[src/rtl/branch_predictor.sv]
// branch_predictor: fetch-side direction and target predictor.
//
// A direct-mapped table of 2-bit saturating counters (BHT) and a tagged,
// direct-mapped branch target buffer (BTB) are looked up combinationally for
// each of the two fetch slots. The two-wide retire stream trains both tables
// and drives the branch and mispredict performance counters.
//
// Ports:
//   clock                    single clock, all state changes on rising edge
//   reset                    synchronous, active-low clear
//   if_valid[1:0]            fetch slot valid
//   if_pc[2*XLEN-1:0]        fetch slot PCs, slot s at [s*XLEN +: XLEN]
//   predict_take_branch[1:0] predicted taken per fetch slot
//   predict_target_pc        predicted next PC per fetch slot
//   ret_valid[1:0]           retire slot holds a retiring branch (slot 0 older)
//   ret_pc                   PC of each retiring branch
//   ret_ex_take_branch       resolved direction
//   ret_ex_target_pc         resolved taken target
//   ret_predict_take_branch  direction predicted at fetch
//   branch_count             branches used for training (wraps)
//   mispredict_count         cycles with a counted direction mispredict (wraps)
module branch_predictor #(
    parameter int XLEN        = 32,
    parameter int BHT_ENTRIES = 32,
    parameter int BTB_ENTRIES = 16
) (
    input  logic              clock,
    input  logic              reset,
    input  logic [1:0]        if_valid,
    input  logic [2*XLEN-1:0] if_pc,
    output logic [1:0]        predict_take_branch,
    output logic [2*XLEN-1:0] predict_target_pc,
    input  logic [1:0]        ret_valid,
    input  logic [2*XLEN-1:0] ret_pc,
    input  logic [1:0]        ret_ex_take_branch,
    input  logic [2*XLEN-1:0] ret_ex_target_pc,
    input  logic [1:0]        ret_predict_take_branch,
    output logic [31:0]       branch_count,
    output logic [31:0]       mispredict_count
);

    localparam int BHT_IW = $clog2(BHT_ENTRIES);
    localparam int BTB_IW = $clog2(BTB_ENTRIES);
    localparam int TAG_W  = XLEN - BTB_IW - 2;

    logic [1:0]             bht        [BHT_ENTRIES];
    logic [BTB_ENTRIES-1:0] btb_valid;
    logic [TAG_W-1:0]       btb_tag    [BTB_ENTRIES];
    logic [XLEN-1:0]        btb_target [BTB_ENTRIES];

    function automatic logic [1:0] ctr_step(input logic [1:0] c, input logic taken);
        if (taken)
            return (c == 2'b11) ? c : c + 2'b01;
        else
            return (c == 2'b00) ? c : c - 2'b01;
    endfunction

    // Lookup: a hit needs a valid, tag-matching BTB entry and a taken-leaning
    // counter (upper bit set means counter >= 2).
    for (genvar s = 0; s < 2; s++) begin : g_lookup
        logic [XLEN-1:0]   pc;
        logic [BHT_IW-1:0] bi;
        logic [BTB_IW-1:0] ti;
        logic              hit;
        assign pc  = if_pc[s*XLEN +: XLEN];
        assign bi  = pc[BHT_IW+1:2];
        assign ti  = pc[BTB_IW+1:2];
        assign hit = if_valid[s] & btb_valid[ti] &
                     (btb_tag[ti] == pc[XLEN-1:BTB_IW+2]) & bht[bi][1];
        assign predict_take_branch[s]             = hit;
        assign predict_target_pc[s*XLEN +: XLEN] = hit ? btb_target[ti] : pc + XLEN'(4);
    end

    // Retire decode
    logic [XLEN-1:0]   rpc0, rpc1;
    logic [BHT_IW-1:0] rbi0, rbi1;
    logic [BTB_IW-1:0] rti0, rti1;
    logic              mis0, mis1, q0, q1;
    logic              wr_btb0, wr_btb1;
    logic [1:0]        ctr0_next, ctr1_base, ctr1_next;
    logic [1:0]        unused_ret_pc_lsbs0, unused_ret_pc_lsbs1;

    assign rpc0 = ret_pc[0 +: XLEN];
    assign rpc1 = ret_pc[XLEN +: XLEN];
    assign rbi0 = rpc0[BHT_IW+1:2];
    assign rbi1 = rpc1[BHT_IW+1:2];
    assign rti0 = rpc0[BTB_IW+1:2];
    assign rti1 = rpc1[BTB_IW+1:2];
    assign unused_ret_pc_lsbs0 = rpc0[1:0];
    assign unused_ret_pc_lsbs1 = rpc1[1:0];

    assign mis0 = ret_ex_take_branch[0] != ret_predict_take_branch[0];
    assign mis1 = ret_ex_take_branch[1] != ret_predict_take_branch[1];
    // A slot-0 mispredict means slot 1 was fetched down the wrong path.
    assign q0   = ret_valid[0];
    assign q1   = ret_valid[1] & ~(ret_valid[0] & mis0);

    assign wr_btb0 = q0 & ret_ex_take_branch[0];
    assign wr_btb1 = q1 & ret_ex_take_branch[1];

    // When both slots hit the same counter, slot 1 steps from slot 0's result.
    assign ctr0_next = ctr_step(bht[rbi0], ret_ex_take_branch[0]);
    assign ctr1_base = (q0 && (rbi0 == rbi1)) ? ctr0_next : bht[rbi1];
    assign ctr1_next = ctr_step(ctr1_base, ret_ex_take_branch[1]);

    // Control state: counters, BTB valid bits, performance counters.
    // Slot 1 writes are issued last so they win on an index collision.
    always_ff @(posedge clock) begin
        if (!reset) begin
            for (int i = 0; i < BHT_ENTRIES; i++)
                bht[i] <= 2'b01;
            btb_valid        <= '0;
            branch_count     <= '0;
            mispredict_count <= '0;
        end else begin
            if (q0)      bht[rbi0] <= ctr0_next;
            if (q1)      bht[rbi1] <= ctr1_next;
            if (wr_btb0) btb_valid[rti0] <= 1'b1;
            if (wr_btb1) btb_valid[rti1] <= 1'b1;
            branch_count     <= branch_count + {31'd0, q0} + {31'd0, q1};
            mispredict_count <= mispredict_count + {31'd0, (q0 & mis0) | (q1 & mis1)};
        end
    end

    // BTB payload needs no clear: it is qualified by btb_valid.
    always_ff @(posedge clock) begin
        if (reset) begin
            if (wr_btb0) begin
                btb_tag[rti0]    <= rpc0[XLEN-1:BTB_IW+2];
                btb_target[rti0] <= ret_ex_target_pc[0 +: XLEN];
            end
            if (wr_btb1) begin
                btb_tag[rti1]    <= rpc1[XLEN-1:BTB_IW+2];
                btb_target[rti1] <= ret_ex_target_pc[XLEN +: XLEN];
            end
        end
    end

endmodule

[config.mk]
export PLATFORM = sky130hd
export DESIGN_NAME = branch_predictor
export DESIGN_NICKNAME = d
export VERILOG_FILES = /design/src/rtl/branch_predictor.sv
export SDC_FILE = /design/constraint.sdc
export NUM_CORES = 2
export LEC_CHECK = 0
export BUFFER_PORTS_ARGS = -buffer_cell sky130_fd_sc_hd__buf_2
export CORE_ASPECT_RATIO = 1.4
export CORE_MARGIN = 2
export CORE_UTILIZATION = 45
export DETAILED_ROUTE_END_ITERATION = 16
export MAX_ROUTING_LAYER = met4
export PLACE_DENSITY = 0.63
export SLEW_MARGIN = 10
export SYNTH_ARGS = -nofsm -noshare
export SYNTH_HDL_FRONTEND = slang
export SYNTH_SLANG_ARGS = --single-unit
[constraint.sdc]
create_clock -name clock -period 9.8 [get_ports clock]
set_input_delay 1.96 -clock clock [delete_from_list [all_inputs] [get_ports clock]]
set_output_delay 1.96 -clock clock [all_outputs]
set_load 0.1 [all_outputs]
==> impl_metrics.yaml <==
grt:
  overflow: 0
  grt_max_degree: 79
  antenna_found_initial: 47
  grt_pass1_wl_um: 329000
  grtUsageTotal_pct: 32.3
  first_global_vias: 42800
critical_path:
  worst_path_most_repeated_cell: "buf_4"
  crit-reg2reg-launch: "bht[23][1]$_DFFE_PP_"
  required_ns: 7.84
  slowest_delay_ns: 0.59
  reg2regPathDepth: 8
  worstPathBufferInverterCount: 5
  cp.arrival_ns: 6.78
  cp-end-kind: "output pin"
  r2r-end: "bht[15][0]$_DFFE_PP_"
  critPathSlowestCell: "mux4_2"
  worstPathMaxFanout: 32
  r2r_slack_ns: 6.19
  path_class: "primary input to output pin"
  cp.depth: 12
  cp-start-kind: "primary input"
  worstPathCellList: "buf_8 -> buf_4 -> buf_4 -> mux4_2 -> o21ai_0 -> o311ai_0 -> nor4_1 -> nand4_1 -> nor4_4 -> buf_4 -> mux2_1 -> buf_2"
  cpLargestDelayFamily: "buffers and inverters"
synth:
  ys_types: 71
  synth_top_area_share_pct: 45.7
  synth_edf_count: 992
  syn_area_mm2: 0.0652
  yosys_warnings: 0
  syn_avg_cell_area_um2: 15.4
  syn_nets: 4441
  ys_seq_area_share_pct: 48.2
  async_flop_share_pct: 0
  syn_inst: 4233
  ys_seq_elements: 1072
  synth_area_leader_cell: "edfxtp_1"
  synthTopCellsByArea: "edfxtp_1 (46%), mux4_2 (21%), mux2_2 (17%)"
  synthFlopType: "edfxtp_1"
floorplan:
  core_mm2: 0.144
  pin_count: 332
  die_x_um: 326
  die_y_um: 454
  rows: 165
  start_util_pct: 45.2
  die_area_mm2: 0.148
timing:
  finalSetupViolCount: 0
  hold_violations: 0
  worst_slew_pin_slew_ns: 1.20
  period_minus_slack_ns: 8.74
  drv_slew: 0
  period_share_pct: 89.1
  fmax_mhz: 114
  rsz0062_at_grt: "false"
  slew_headroom_pct: 19.8
  tns_ns: 0
  fin_worst_skew_ns: 0.0119
drt:
  num_vias: 43400
  wl_per_cell_um: 36.7
  drc: 0
  post_drt_via_cell_ratio: 6.79
  routed_wl_um: 235000
  drt_iter0_markers: 6154
  drt_pass1_iterations: 6
  postRouteAntennaNets: 0
power_and_ir_drop:
  p_leak_uw: 0.0234
  vdd_drop_max_mv: 0.147
  p_per_area_mw_per_mm2: 149
placed_design:
  gp_congestion: 0.950
  dp_hpwl_um: 143000
  port-buffer-count: 327
  dp.cells: 6153
hold_path:
  holdPathEnd: "btb_valid[15]$_SDFF_PN0_"
  hold_path_class: "flop to flop"
  hold_path.startpoint: "btb_valid[15]$_SDFF_PN0_"
  whs_path_depth: 1
finish:
  area_delta_synth_final_pct: 10.9
  fin_cells: 6390
  drive_gt1_share_pct: 49.9
  nNetsFinal: 4552
clock_network:
  cts_sinks: 1072
  holdBufCountCts: 0
  clkSlewWorstSetupHoldPaths_ns: 0.06
  clockBufferDepth: 3
  htreeDepth: 3
  cts_buffers: 109
  root_buffer: "clkbuf_16"
  postCtsSetupRepairBufs: 0
  insertion_delay_ns: 0.78
  cts_tree: "built"
  cts_resized: 0
flow_run:
  maxCapViolations: 0
outcome:
  status: "finished clean"
sequential cells by signal, summed over array words and instances (netlist names):
name	cells
btb_valid	16
bht	64
btb_target	512
btb_tag	416
mispredict_count	32
branch_count	32
per-layer routing:
layer  share of wire [%]  vias up  global-route usage [%]
li1                    -    17500                       -
met1                  38    22700                    42.2
met2                  46     2677                    49.3
met3                  11      536                    6.98
met4                 4.6        0                    13.3
met5                   0        -                       -
layout by cell type (no fill, tap or decap), types with 37 or more instances in the layout:
cell	instances
edfxtp_1	992
mux2_2	972
mux4_2	596
buf_2	319
nand2_1	140
clkbuf_16	110
buf_4	110
xnor2_1	104
nor2_1	97
mux2i_1	89
dfxtp_1	80
nand3_1	77
and2_1	54
diode_2	43
xor2_1	42
clkbuf_1	39
nand4_1	37
worst max-delay path by stage:
stage | startpoint | to | slack (ns)
2_1_floorplan | if_pc[34] | predict_target_pc[34] | 1.54
3_3_place_gp | if_pc[34] | predict_target_pc[43] | 1.12
3_5_place_dp | if_pc[34] | predict_target_pc[43] | 1.11
4_1_cts | if_pc[34] | predict_target_pc[43] | 1.10
5_1_grt | if_pc[2] | predict_target_pc[3] | 0.92
6_report | if_pc[34] | predict_target_pc[43] | 1.06
cell families after synthesis:
group,share of synthesized area [%]
adder cells (fa/ha/maj),0.157
multiplexers,39.2
XOR/XNOR,1.96
AO/OA/AOI/OAI,3.16
buffers and inverters,3.03
flip-flops,48.2
AND/OR/NAND/NOR,4.36
area by class of cell:
class | count | area (µm²)
fillers | 12400 | 71800
multi-input cells | 2686 | 32200
flip-flops and latches | 1072 | 31400
clock buffers | 155 | 2980
repair buffers | 444 | 2690
well taps | 1920 | 2400
clock inverters | 39 | 397
inverters | 31 | 121
diodes | 43 | 108
cells in the mapped netlist, types with 15 or more instances:
| cell type | number |
|---|---|
| nor3_1 | 33 |
| xnor2_1 | 104 |
| xor2_1 | 42 |
| buf_1 | 68 |
| clkbuf_1 | 295 |
| mux2_1 | 25 |
| mux4_2 | 596 |
| and2_1 | 54 |
| nand2_1 | 140 |
| nand4_1 | 37 |
| nor2b_1 | 24 |
| buf_4 | 25 |
| a22o_1 | 15 |
| dfxtp_1 | 80 |
| edfxtp_1 | 992 |
| a21boi_0 | 16 |
| inv_1 | 30 |
| and3_1 | 17 |
| a2bb2oi_1 | 20 |
| o211ai_1 | 30 |
| a21o_1 | 19 |
| buf_2 | 51 |
| nand3_1 | 80 |
| mux2_2 | 972 |
| o22ai_1 | 31 |
| nor2_1 | 107 |
| a21oi_1 | 31 |
| or3_1 | 20 |
| o21ai_0 | 36 |
| mux2i_1 | 89 |
per-stage QoR:
step | total power, µW | area, µm² | hold slack, ns | setup WS, ns | util [%]
4_1_cts | 10800 | 72200 | 0.479 | 1.10 | 50.1
2_1_floorplan | 6200 | 65200 | 0.440 | 1.54 | -
5_1_grt | 11000 | 72200 | 0.488 | 0.924 | 50.1
3_3_place_gp | 6670 | 68800 | 0.450 | 1.12 | 47.7
3_5_place_dp | 6690 | 68800 | 0.464 | 1.11 | 47.7
6_report | 10800 | 72300 | 0.478 | 1.06 | 50.2
power by group:
group / switching, µW / internal (µW)
combinational: 918 / 596
sequential: 33.8 / 5060
clock: 1910 / 2270
(Power assumes the default switching activity.)
